File: src/rtl/dmem_pkg.sv
// Shared definitions for the data-memory arbiter: default widths, FSM state
// encoding and port identifiers used by the round-robin pointer and owner bit.
package dmem_pkg;

  localparam int unsigned ADDR_W_DEF = 5;
  localparam int unsigned DATA_W_DEF = 32;

  typedef enum logic {
    IDLE    = 1'b0,
    RD_WAIT = 1'b1
  } state_e;

  localparam logic PORT0 = 1'b0;
  localparam logic PORT1 = 1'b1;

endpackage

File: src/rtl/rr_arbiter2.sv
// Two-requester round-robin winner select. The pointer names the port that wins
// a tie and moves to the other port after every grant, including uncontested ones.
module rr_arbiter2
  import dmem_pkg::*;
(
  input  logic clk,
  input  logic rst,
  input  logic en_i,
  input  logic req0_i,
  input  logic req1_i,
  output logic gnt0_o,
  output logic gnt1_o
);

  logic ptr_q, ptr_d;

  always_comb begin
    gnt0_o = 1'b0;
    gnt1_o = 1'b0;
    ptr_d  = ptr_q;
    if (en_i) begin
      if (req0_i && req1_i) begin
        gnt0_o = (ptr_q == PORT0);
        gnt1_o = (ptr_q == PORT1);
      end else begin
        gnt0_o = req0_i;
        gnt1_o = req1_i;
      end
      // The pointer only moves when somebody is actually granted.
      if (gnt0_o) begin
        ptr_d = PORT1;
      end else if (gnt1_o) begin
        ptr_d = PORT0;
      end
    end
  end

  always_ff @(posedge clk or posedge rst) begin
    if (rst) begin
      ptr_q <= PORT0;
    end else begin
      ptr_q <= ptr_d;
    end
  end

endmodule

File: src/rtl/dmem_arbiter.sv
// Two-port data-memory arbiter: writes finish in the grant cycle, reads spend one
// RD_WAIT cycle returning the synchronous memory's data to the port that owns it.
module dmem_arbiter
  import dmem_pkg::*;
#(
  parameter int unsigned ADDR_W = ADDR_W_DEF,
  parameter int unsigned DATA_W = DATA_W_DEF
) (
  input  logic              clk,
  input  logic              rst,
  input  logic              p0_req,
  input  logic              p0_we,
  input  logic [ADDR_W-1:0] p0_addr,
  input  logic [DATA_W-1:0] p0_wdata,
  input  logic              p1_req,
  input  logic              p1_we,
  input  logic [ADDR_W-1:0] p1_addr,
  input  logic [DATA_W-1:0] p1_wdata,
  output logic              p0_gnt,
  output logic              p1_gnt,
  output logic              p0_rvalid,
  output logic              p1_rvalid,
  output logic [DATA_W-1:0] rdata,
  output logic              mem_en,
  output logic              mem_we,
  output logic [ADDR_W-1:0] mem_addr,
  output logic [DATA_W-1:0] mem_wdata,
  input  logic [DATA_W-1:0] mem_rdata,
  output logic              busy
);

  state_e            state_q, state_d;
  logic              owner_q, owner_d;
  logic [DATA_W-1:0] rdata_q, rdata_d;
  logic              arb_en;
  logic              win;

  rr_arbiter2 u_rr (
    .clk    (clk),
    .rst    (rst),
    .en_i   (arb_en),
    .req0_i (p0_req),
    .req1_i (p1_req),
    .gnt0_o (p0_gnt),
    .gnt1_o (p1_gnt)
  );

  always_comb begin
    state_d   = state_q;
    owner_d   = owner_q;
    rdata_d   = rdata_q;
    arb_en    = 1'b0;
    win       = PORT0;
    mem_en    = 1'b0;
    mem_we    = 1'b0;
    mem_addr  = '0;
    mem_wdata = '0;
    p0_rvalid = 1'b0;
    p1_rvalid = 1'b0;
    rdata     = rdata_q;
    busy      = 1'b0;
    case (state_q)
      IDLE: begin
        arb_en = 1'b1;
        if (p0_gnt || p1_gnt) begin
          win       = p1_gnt ? PORT1 : PORT0;
          mem_en    = 1'b1;
          mem_we    = (win == PORT1) ? p1_we    : p0_we;
          mem_addr  = (win == PORT1) ? p1_addr  : p0_addr;
          mem_wdata = (win == PORT1) ? p1_wdata : p0_wdata;
          if (!mem_we) begin
            state_d = RD_WAIT;
            owner_d = win;
          end
        end
      end
      RD_WAIT: begin
        // Memory data arrives this cycle; forward it now and keep a copy to hold.
        busy      = 1'b1;
        rdata     = mem_rdata;
        rdata_d   = mem_rdata;
        p0_rvalid = (owner_q == PORT0);
        p1_rvalid = (owner_q == PORT1);
        state_d   = IDLE;
      end
      default: state_d = IDLE;
    endcase
  end

  always_ff @(posedge clk or posedge rst) begin
    if (rst) begin
      state_q <= IDLE;
      owner_q <= PORT0;
      rdata_q <= '0;
    end else begin
      state_q <= state_d;
      owner_q <= owner_d;
      rdata_q <= rdata_d;
    end
  end

endmodule

File: config.mk
export PLATFORM = sky130hd
export DESIGN_NAME = dmem_arbiter
export DESIGN_NICKNAME = d
export VERILOG_FILES = /design/src/rtl/dmem_pkg.sv /design/src/rtl/rr_arbiter2.sv /design/src/rtl/dmem_arbiter.sv
export SDC_FILE = /design/constraint.sdc
export NUM_CORES = 1
export LEC_CHECK = 0
export BUFFER_PORTS_ARGS = -buffer_cell sky130_fd_sc_hd__buf_2
export CAP_MARGIN = 30
export CORE_ASPECT_RATIO = 0.8
export CORE_MARGIN = 2
export CORE_UTILIZATION = 35
export DETAILED_ROUTE_END_ITERATION = 12
export HOLD_SLACK_MARGIN = 0.05
export PLACE_DENSITY = 0.86
export SLEW_MARGIN = 20
export SYNTH_ARGS = -nofsm -noshare
export SYNTH_HDL_FRONTEND = slang
export SYNTH_SLANG_ARGS = --single-unit
File: constraint.sdc
create_clock -name clk -period 1.2 [get_ports clk]
set_input_delay 0.18 -clock clk [delete_from_list [all_inputs] [get_ports clk]]
set_output_delay 0.18 -clock clk [all_outputs]
set_load 0.02 [all_outputs]
==> metrics <==
Seq/Total Area, Yosys=0.3893; die area=roughly 0.0071 sq mm; most frequent cell on the critical path=buf_6; Worst-Margin Slew=between 0.3 and 0.4 ns; Core Util, Final=0.8577; Max Clock Freq=0.5470 GHz; vias per cell=5.874; relative slew slack=0.7523; Routed Antenna Nets=0; Reg clk slew, reported paths=0.09 ns; Layout area overhead=140.6%; worst vdd ir=approximately 0.0017 V; CTS buffer count=5; crit-path max FO=7; drt total wl=12080 um; worst r2r path cells=6; max incr delay on CP=0.40 ns; First DRT Iteration DRCs=100; max-cap check violation count=0; H-tree depth=2; Final Critical Period=1.828 ns; Post-Synthesis Cell Area=around 0.0022 sq mm; largest buffer count on any clock path=2; GRT Residual Overflow=0; Synth warnings=0; crit share post-route=1.523; global-route usage over all layers=0.2750; Slew Viols, Final=0; worst-path cell chain=and2b_4 > buf_6 > buf_16 > o21ai_2 > a21oi_4 > buf_6; root buf cell=clkbuf_8; Reg2Reg Setup Slack=-0.32 ns; Nets=550; initial antenna violation count=0; io pins=~190; global-route wire length before repair=14940 um; Final setup viols=95; core area=0.006311 sq mm; Horiz. Die Dim=93.64 um; drt first pass iters=4; vias=3072; run status=finished with violations; crit path DAT=1.65 ns; CP required=a little over 1 ns; RSZ-0062 raised after global routing=yes; fraction of layout cells with a size suffix above 1=0.8975; Post-Synthesis Cells=between 200 and 250; worst min path class=in2reg; HPWL after DPL=roughly 6500 um; hold path cells=2; drt drc=0; Syn Area/Cell=9.824 sq um; CP endpoint kind=output port; largest net degree at the start of global routing=28; final worst slack=-0.6281 ns; Skew-Pair Late Insertion Delay=0.30 ns; die height=between 70 and 80 um; DP Worst Slack=-0.2701 ns; PD cells=1587 mW/mm^2; diode count=0; CTS Sinks=35; setup TNS=-39.68 ns; vias in the first global route=between 2000 and 3000; final hold vios=0; FF+latch count, synth=35; Initial Util=0.3565; critical setup path kind=reg2out; Avg WL per Cell=23.10 um; fillers=286; global placement routability congestion=0.7093; Leak=2.268 nW; Syn Nets=approximately 340; Synth cell types=24; Power, Total=8.592 mW; CTS tree=built; Critical-path top delay cell=dfrtp_1; violated checks=setup timing; Rows=26; CP startpoint kind=flop; clk_skew=0.01248 ns; IO buf count=187
cell usage in the layout (no fill, tap or decap), types with 2 or more instances in the layout:
cell type / netlist / final
o2111ai_2: 0 / 31
nor2_4: 1 / 3
buf_12: 0 / 13
o21ai_2: 1 / 32
buf_4: 4 / 7
buf_6: 4 / 92
buf_8: 0 / 3
inv_1: 3 / 2
dfrtp_1: 35 / 34
buf_16: 0 / 4
clkbuf_16: 0 / 3
a21oi_4: 0 / 38
inv_4: 0 / 2
o2111ai_4: 0 / 3
o21ai_4: 0 / 6
clkbuf_8: 0 / 5
buf_2: 16 / 111
o2111ai_1: 38 / 4
mux2_4: 0 / 32
final timing paths:
| path | startpoint | endpoint |
|---|---|---|
| worst max-delay path | u_rr.ptr_q | mem_wdata[27] |
| worst max register to register | u_rr.ptr_q | owner_q |
| worst min register to register | rdata_q[5] | rdata_q[5] |
| max in group asynchronous | rst | rdata_q[22] |
| worst min-delay path | mem_rdata[19] | rdata_q[19] |
| min in group asynchronous | rst | rdata_q[31] |
cells by family (layout without fill, tap and decap cells):
kind of cell    Yosys count  after routing  synth area share
buf+inv                  36            246           0.09065
flops                    35             35            0.3893
compound gates          117            117            0.3304
simple gates              9              9           0.02948
mux                      32             32            0.1602
worst max-delay path: cells and delay by family, from the launching register on:
family | cells | cell delay, ns
and+or+nand+nor | 1 | 0.30
DFF | 1 | 0.40
buffers and inverters | 3 | 0.42
AOI/OAI and AO/OA | 2 | 0.24
power breakdown:
part | switching [mW] | total [mW] | internal [mW]
sequential | 0.198 | 1.76 | 1.56
combinational | 2.96 | 5.95 | 2.99
clock | 0.470 | 0.877 | 0.407
registers in the layout (all words and copies together) (netlist names):
register,count
rdata_q,32
owner_q,1
state_q,1
u_rr.ptr_q,1
synth_stat cells, drive strengths merged:
cell | n | area [sq um]
and2 | 1 | 6.260
and3 | 1 | 6.260
mux2 | 32 | 360.4
nand2 | 1 | 3.750
buf | 24 | 155.2
nand2b | 1 | 13.76
o21bai | 1 | 11.26
nor3 | 1 | 10.01
o21ai | 39 | 198.9
a21oi | 38 | 190.2
inv | 4 | 15.01
dfrtp | 35 | 875.8
nor2 | 3 | 18.77
o2111ai | 38 | 332.8
clkbuf | 8 | 33.78
and2b | 1 | 7.510
o32a | 1 | 10.01
layer usage:
metal,GRT usage,wire (um),vias up,share of wire
li1,-,-,1321,-
met1,0.3032,4225,1533,0.35
met2,0.5132,6604,173,0.55
met3,0.06825,781,45,0.065
met4,0.1224,468,0,0.039
met5,0,0,-,0
stage by stage:
stage	hold slack (ns)	std cells	instance area (sq um)
2_1_floorplan	0.3342	229	2854
3_3_place_gp	0.1822	490	3970
3_5_place_dp	0.1856	490	3970
4_1_cts	0.1379	510	4910
5_1_grt	0.1351	523	5413
6_report	0.1305	523	5413
what timing repair did:
| action | in CTS | in global routing |
|---|---|---|
| endpoints found under the setup margin | 98 | 79 |
| hold buffers | 1 | 0 |
| cloned | 4 | 4 |
| pin swaps | 25 | 6 |
| gates resized for setup | 182 | 100 |
| endpoints found under the hold margin | 35 | 0 |
| setup buffers | 7 | 9 |
layout make-up:
class	instances	area [sq um]	area share
multi-input combinational	158	2181	0.4029
timing repair buffer	234	2145	0.3962
sequential	35	877.1	0.1620
tap	84	105.1	0.01942
clock buffer	6	72.57	0.01341
inverter	4	20.02	0.003699
clock inverter	2	12.51	0.002312
No activity file was read; power rests on OpenSTA's default activity.
